### src/rtl/audio_sample_player_pkg.sv
// Shared constants and helpers for the audio playback path.
package audio_sample_player_pkg;

    localparam int DEFAULT_CLKS_PER_SAMPLE = 2500;  // 125 MHz / 50 kHz
    localparam int UNDERRUN_CNT_WIDTH      = 16;

    // Offset-binary silence level for a code of the given width.
    function automatic int unsigned midscale(input int unsigned width);
        return 32'd1 << (width - 1);
    endfunction

endpackage

### src/rtl/audio_sample_player_sync_fifo.sv
// Single-clock FIFO with an extra occupancy bit so full and empty are unambiguous.
module audio_sample_player_sync_fifo #(
    parameter int WIDTH = 10,
    parameter int DEPTH = 8
) (
    input  logic                     clk,
    input  logic                     rst,
    input  logic                     i_push,
    input  logic [WIDTH-1:0]         i_data,
    input  logic                     i_pop,
    output logic [WIDTH-1:0]         o_data,
    output logic                     o_full,
    output logic                     o_empty,
    output logic [$clog2(DEPTH):0]   o_count
);

    localparam int PTR_W = $clog2(DEPTH);
    localparam int CNT_W = PTR_W + 1;

    logic [WIDTH-1:0] r_mem [DEPTH];
    logic [PTR_W-1:0] r_wr_ptr;
    logic [PTR_W-1:0] r_rd_ptr;
    logic [CNT_W-1:0] r_count;
    logic             w_push;
    logic             w_pop;

    assign o_full  = (r_count == CNT_W'(DEPTH));
    assign o_empty = (r_count == '0);
    assign o_count = r_count;
    assign o_data  = r_mem[r_rd_ptr];

    // Guard here as well so a careless caller cannot corrupt the pointers.
    assign w_push = i_push & ~o_full;
    assign w_pop  = i_pop  & ~o_empty;

    always_ff @(posedge clk) begin
        if (w_push) begin
            r_mem[r_wr_ptr] <= i_data;
        end
    end

    // Pointers wrap naturally because DEPTH is a power of two.
    always_ff @(posedge clk or posedge rst) begin
        if (rst) begin
            r_wr_ptr <= '0;
            r_rd_ptr <= '0;
            r_count  <= '0;
        end else begin
            if (w_push) begin
                r_wr_ptr <= r_wr_ptr + PTR_W'(1);
            end
            if (w_pop) begin
                r_rd_ptr <= r_rd_ptr + PTR_W'(1);
            end
            case ({w_push, w_pop})
                2'b10:   r_count <= r_count + CNT_W'(1);
                2'b01:   r_count <= r_count - CNT_W'(1);
                default: r_count <= r_count;
            endcase
        end
    end

endmodule

### src/rtl/audio_sample_player.sv
// Buffers CPU-written samples and releases one per sample period to the DAC code input,
// playing silence and counting an underrun whenever the buffer is empty at a period boundary.
module audio_sample_player
    import audio_sample_player_pkg::*;
#(
    parameter int CODE_WIDTH      = 10,
    parameter int FIFO_DEPTH      = 8,
    parameter int CLKS_PER_SAMPLE = DEFAULT_CLKS_PER_SAMPLE
) (
    input  logic                          clk,
    input  logic                          rst,
    input  logic                          enable,
    input  logic [CODE_WIDTH-1:0]         sample_data,
    input  logic                          sample_valid,
    output logic                          sample_ready,
    input  logic                          clear_underrun,
    output logic [CODE_WIDTH-1:0]         code,
    output logic                          sample_tick,
    output logic [$clog2(FIFO_DEPTH):0]   fifo_count,
    output logic [UNDERRUN_CNT_WIDTH-1:0] underrun_count
);

    localparam int                    DIV_W    = $clog2(CLKS_PER_SAMPLE);
    localparam logic [CODE_WIDTH-1:0] MIDSCALE = CODE_WIDTH'(midscale(CODE_WIDTH));

    logic [DIV_W-1:0]              r_div_cnt;
    logic                          r_tick;
    logic [CODE_WIDTH-1:0]         r_code;
    logic [UNDERRUN_CNT_WIDTH-1:0] r_underrun_cnt;

    logic                          w_full;
    logic                          w_empty;
    logic [CODE_WIDTH-1:0]         w_head;
    logic                          w_push;
    logic                          w_pop;
    logic                          w_underrun;

    // No full-bypass: ready depends only on registered occupancy.
    assign sample_ready = ~w_full;
    assign w_push       = sample_valid & ~w_full;
    assign w_pop        = r_tick & enable & ~w_empty;
    assign w_underrun   = r_tick & enable & w_empty;

    audio_sample_player_sync_fifo #(
        .WIDTH (CODE_WIDTH),
        .DEPTH (FIFO_DEPTH)
    ) u_fifo (
        .clk     (clk),
        .rst     (rst),
        .i_push  (w_push),
        .i_data  (sample_data),
        .i_pop   (w_pop),
        .o_data  (w_head),
        .o_full  (w_full),
        .o_empty (w_empty),
        .o_count (fifo_count)
    );

    // Tick lands one cycle after the counter reaches its terminal value.
    always_ff @(posedge clk or posedge rst) begin
        if (rst) begin
            r_div_cnt <= '0;
            r_tick    <= 1'b0;
        end else if (!enable) begin
            r_div_cnt <= '0;
            r_tick    <= 1'b0;
        end else if (r_div_cnt == DIV_W'(CLKS_PER_SAMPLE - 1)) begin
            r_div_cnt <= '0;
            r_tick    <= 1'b1;
        end else begin
            r_div_cnt <= r_div_cnt + DIV_W'(1);
            r_tick    <= 1'b0;
        end
    end

    always_ff @(posedge clk or posedge rst) begin
        if (rst) begin
            r_code <= MIDSCALE;
        end else if (!enable) begin
            r_code <= MIDSCALE;
        end else if (w_pop) begin
            r_code <= w_head;
        end else if (w_underrun) begin
            r_code <= MIDSCALE;
        end
    end

    // Clear takes priority over a coincident underrun.
    always_ff @(posedge clk or posedge rst) begin
        if (rst) begin
            r_underrun_cnt <= '0;
        end else if (clear_underrun) begin
            r_underrun_cnt <= '0;
        end else if (w_underrun && (r_underrun_cnt != '1)) begin
            r_underrun_cnt <= r_underrun_cnt + UNDERRUN_CNT_WIDTH'(1);
        end
    end

    assign code           = r_code;
    assign sample_tick    = r_tick;
    assign underrun_count = r_underrun_cnt;

endmodule

### config.mk
export PLATFORM = sky130hd
export DESIGN_NAME = audio_sample_player
export DESIGN_NICKNAME = d
export VERILOG_FILES = /design/src/rtl/audio_sample_player_pkg.sv /design/src/rtl/audio_sample_player_sync_fifo.sv /design/src/rtl/audio_sample_player.sv
export SDC_FILE = /design/constraint.sdc
export NUM_CORES = 1
export LEC_CHECK = 0
export BUFFER_PORTS_ARGS = -buffer_cell sky130_fd_sc_hd__buf_2
export CORE_UTILIZATION = 50
export CTS_BUF_LIST = sky130_fd_sc_hd__clkbuf_16
export CTS_CLUSTER_DIAMETER = 100
export CTS_CLUSTER_SIZE = 20
export DETAILED_ROUTE_END_ITERATION = 8
export GPL_TIMING_DRIVEN = 0
export MAX_ROUTING_LAYER = met4
export PLACE_DENSITY_LB_ADDON = 0.25
export RECOVER_POWER = 100
export SLEW_MARGIN = 0
export SYNTH_ARGS = -nofsm -noshare
export SYNTH_HDL_FRONTEND = slang
export SYNTH_SLANG_ARGS = --single-unit
### constraint.sdc
create_clock -name clk -period 5.55 [get_ports clk]
set_input_delay 1.11 -clock clk [delete_from_list [all_inputs] [get_ports clk]]
set_output_delay 1.11 -clock clk [all_outputs]
set_load 0.005 [all_outputs]
==> qor.json <==
{
  "setup_slack": {"value": 2510, "unit": "ps"},
  "worst_reg2reg_path_endpoint": {"value": "u_fifo.r_mem[0][7]$_DFFE_PP_"},
  "dpl.cell_count": {"value": 542},
  "post_dp_cell_area": {"value": 5800, "unit": "sq um"},
  "antenna_cells_inserted": {"value": 0},
  "place_congestion": {"value": 0.807},
  "post_cts.repair.setup_buffers": {"value": 0},
  "drive_gt1_share": {"value": 18.9, "unit": "%"},
  "power.share.combinational": {"value": 9.0, "unit": "%"},
  "synth_commonest_cells": {"value": "edfxtp_1, dfrtp_1, nor2_1"},
  "finalMaxSlewViolations": {"value": 51},
  "fp.dieArea": {"value": 11200, "unit": "sq um"},
  "tritoncts": {"value": "yes"},
  "final_net_count": {"value": 447},
  "reg2reg_setup_slack": {"value": 2510, "unit": "ps"},
  "path_clk_slew": {"value": 60, "unit": "ps"},
  "wirelength_met1": {"value": 4.48, "unit": "mm"},
  "avgViaCountPerCell": {"value": 5.37},
  "placeable_core_area": {"value": 10400, "unit": "sq um"},
  "leakage": {"value": 2.39, "unit": "nW"},
  "r2r_cells": {"value": 6},
  "dp.final_hpwl": {"value": 6.50, "unit": "mm"},
  "max_freq": {"value": 329, "unit": "MHz"},
  "clk_path_buf_depth": {"value": 2},
  "grt_pass1_wl": {"value": 16.4, "unit": "mm"},
  "finish.instance_area": {"value": 6340, "unit": "sq um"},
  "fp.dieH": {"value": 106, "unit": "microns"},
  "synth.net_count": {"value": 382},
  "synth_edf_count": {"value": 80},
  "synth_flop_cell": {"value": "edfxtp_1"},
  "synth-adder-area-share": {"value": 1.63, "unit": "%"},
  "routedWlPerCell": {"value": 17.5, "unit": "microns"},
  "power_density": {"value": 406, "unit": "nW/um^2"},
  "groute.usage.overall": {"value": 20.9, "unit": "%"},
  "yosys.cell_count.top_type": {"value": "edfxtp_1"},
  "worstSkewPairLatency": {"value": 410, "unit": "ps"},
  "setup-tns-final": {"value": 0, "unit": "ps"},
  "standard_cell_row_count": {"value": 37},
  "first_iter_violations": {"value": 136},
  "post-route-drc-count": {"value": 0},
  "synth_top_area_cell": {"value": "edfxtp_1"},
  "drt_wl_total": {"value": 10.1, "unit": "mm"},
  "numCtsBuffers": {"value": 17},
  "synthXorXnorAreaFrac": {"value": 4.72, "unit": "%"},
  "clock_tree.htree_level_count": {"value": 4},
  "setup_repair_after_global_routing_missed_its_margin": {"value": "false"},
  "seq_area_frac_synth": {"value": 67.5, "unit": "%"},
  "antenna_left": {"value": 0},
  "yosysWarnings": {"value": 0},
  "number_of_buffers_added_to_fix_hold_violations_after_cts": {"value": 0},
  "timing.critical_path.fanout_max": {"value": 10},
  "die_width": {"value": 106, "unit": "microns"},
  "yosys.cell_types.count": {"value": 39},
  "io-pin-count": {"value": 47},
  "final-hold-violation-count": {"value": 0},
  "via_count_of_the_first_global_routing_pass": {"value": 3150},
  "routed.top_layer": {"value": "met4"},
  "internal_power_contribution": {"value": 1.98, "unit": "mW"},
  "gr-total-overflow": {"value": 0},
  "io_buffer_count": {"value": 45},
  "peakVddDrop": {"value": 0.375, "unit": "mV"},
  "place_worst_setup_slack": {"value": 2530, "unit": "ps"},
  "report.final.setup_viol": {"value": 0},
  "synth_area_per_cell": {"value": 14.9, "unit": "sq um"},
  "number_of_antenna_violations_at_the_first_check_in_global_routing": {"value": 0},
  "power.switching_fraction": {"value": 23.3, "unit": "%"},
  "finalNonFillerCells": {"value": 574},
  "clock_tree.root_cell": {"value": "clkbuf_16"},
  "p_clk_share": {"value": 44.6, "unit": "%"},
  "cts.repair.resized": {"value": 0},
  "synth_simple_gate_area_share": {"value": 11.3, "unit": "%"},
  "critical_path.startpoint": {"value": "u_fifo.o_count[1]$_DFFE_PP0P_"},
  "grt_start_max_net_pins": {"value": 29},
  "finalCritPeriodShare": {"value": 54.8, "unit": "%"},
  "drt_pre_antenna_iters": {"value": 4},
  "worstPathArrival": {"value": 3050, "unit": "ps"},
  "seq_power_share": {"value": 46.4, "unit": "%"},
  "vias": {"value": 3080},
  "worstSetupEndpointType": {"value": "register"},
  "slew_headroom": {"value": -25.5, "unit": "%"},
  "drv_cap": {"value": 3},
  "timing.final.crit_period": {"value": 3040, "unit": "ps"},
  "ys_seq_elements": {"value": 129},
  "number_of_clock_sinks": {"value": 129},
  "synth.top_cells.by_area": {"value": "edfxtp_1, dfrtp_1, mux4_2"},
  "status": {"value": "finished with violations"},
  "async_flop_share": {"value": 38.0, "unit": "%"},
  "violations_in_the_final_reports": {"value": "max-capacitance violations, max-slew violations"},
  "finish.utilization": {"value": 61.2, "unit": "%"},
  "synth_top_family_by_area": {"value": "simple AND/OR/NAND/NOR gates"},
  "yosys-mux-area-fraction": {"value": 10.8, "unit": "%"},
  "synth.cell_area": {"value": 5380, "unit": "sq um"},
  "synth_top_cell_area_share": {"value": 44.7, "unit": "%"},
  "detailroute.wirelength.met3": {"value": 363, "unit": "microns"},
  "met2_length": {"value": 5.06, "unit": "mm"},
  "crit_end": {"value": "u_fifo.r_mem[0][7]$_DFFE_PP_"},
  "syn_to_final_growth": {"value": 17.9, "unit": "%"},
  "worst-slew-pin-transition": {"value": 1870, "unit": "ps"},
  "clock_skew": {"value": 6.21, "unit": "ps"},
  "initial_core_util": {"value": 51.9, "unit": "%"},
  "power.net_switching": {"value": 601, "unit": "uW"},
  "start_kind": {"value": "register"},
  "cp_data_required_time": {"value": 5560, "unit": "ps"},
  "min-delay-path-class": {"value": "register to register"},
  "critical_path_class": {"value": "register to register"},
  "synthCells": {"value": 360},
  "critical_path.reg2reg.startpoint": {"value": "u_fifo.o_count[1]$_DFFE_PP0P_"},
  "synth_compound_area_share": {"value": 2.79, "unit": "%"}
}
## critical path, cell delays in order (launching register included)
cell	delay, ps
dfrtp_1	340
clkbuf_1	300
nor3_1	90
nand2_1	150
nand2_1	160
or2_2	360
nor3_1	1230
## registers in the layout, summed over array words and instances, names as in the netlist
signal and cells:
code 10, u_fifo.r_wr_ptr 3, sample_tick 1, u_fifo.r_rd_ptr 3, u_fifo.r_mem 80, r_div_cnt 12, u_fifo.o_count 4, underrun_count 16
## power by group through the flow
stage / registers, mW / logic (mW) / clock network, mW
2_1_floorplan: 1.20 / 0.162 / 0
5_1_grt: 1.21 / 0.258 / 1.22
4_1_cts: 1.20 / 0.251 / 1.17
3_5_place_dp: 1.22 / 0.250 / 0
6_report: 1.19 / 0.232 / 1.15
3_3_place_gp: 1.21 / 0.236 / 0
## metrics by stage
stage | total power, mW | hold slack, ps
global route | 2.69 | 521
CTS | 2.62 | 499
finish | 2.58 | 496
global placement | 1.44 | 467
floorplan | 1.36 | 448
detailed placement | 1.47 | 484
## area by class of cell
cell class | count | area, sq um
fillers | 797 | 4030
clock inverters | 15 | 191
repair buffers | 46 | 208
plain buffers | 10 | 38.8
inverters | 5 | 18.8
well taps | 136 | 170
multi-input cells | 216 | 1660
clock buffers | 17 | 425
flip-flops and latches | 129 | 3630
## kinds of logic (layout without fill, tap and decap cells)
group,count (synthesis),in the layout
AO/OA/AOI/OAI,24,24
buffers and inverters,15,93
XOR/XNOR,29,29
flip-flops,129,129
adder cells (fa/ha/maj),7,7
multiplexers,33,33
AND/OR/NAND/NOR,123,123
## cell usage in the layout, fill, tap and decap left out, drive strengths merged, types with 9 or more instances in the layout
| master | synthesis | routed |
|---|---|---|
| edfxtp | 80 | 80 |
| dfrtp | 48 | 48 |
| clkbuf | 6 | 43 |
| nor2 | 38 | 38 |
| nand2 | 30 | 30 |
| buf | 4 | 30 |
| mux4 | 20 | 20 |
| xnor2 | 15 | 15 |
| nand3 | 14 | 14 |
| xor2 | 14 | 14 |
| o21ai | 13 | 13 |
| mux2i | 11 | 11 |
| inv | 5 | 9 |
## metal layers
metal,up-vias,GRT usage [%]
met2,57,33.2
li1,1481,-
met3,17,6.56
met4,0,7.44
met5,-,-
met1,1525,25.2
## worst min-delay path by stage
stage,start,end,slack [ps],depth (start not counted)
floorplan,r_div_cnt[0]$_DFF_PP0_,r_div_cnt[0]$_DFF_PP0_,450,1
global placement,r_div_cnt[0]$_DFF_PP0_,r_div_cnt[0]$_DFF_PP0_,470,1
detailed placement,r_div_cnt[0]$_DFF_PP0_,r_div_cnt[0]$_DFF_PP0_,480,1
CTS,r_div_cnt[0]$_DFF_PP0_,r_div_cnt[0]$_DFF_PP0_,500,1
global route,r_div_cnt[0]$_DFF_PP0_,r_div_cnt[0]$_DFF_PP0_,520,1
finish,code[4]$_DFFE_PP0P_,code[4]$_DFFE_PP0P_,500,2
Power figures use the tool's default switching activity.
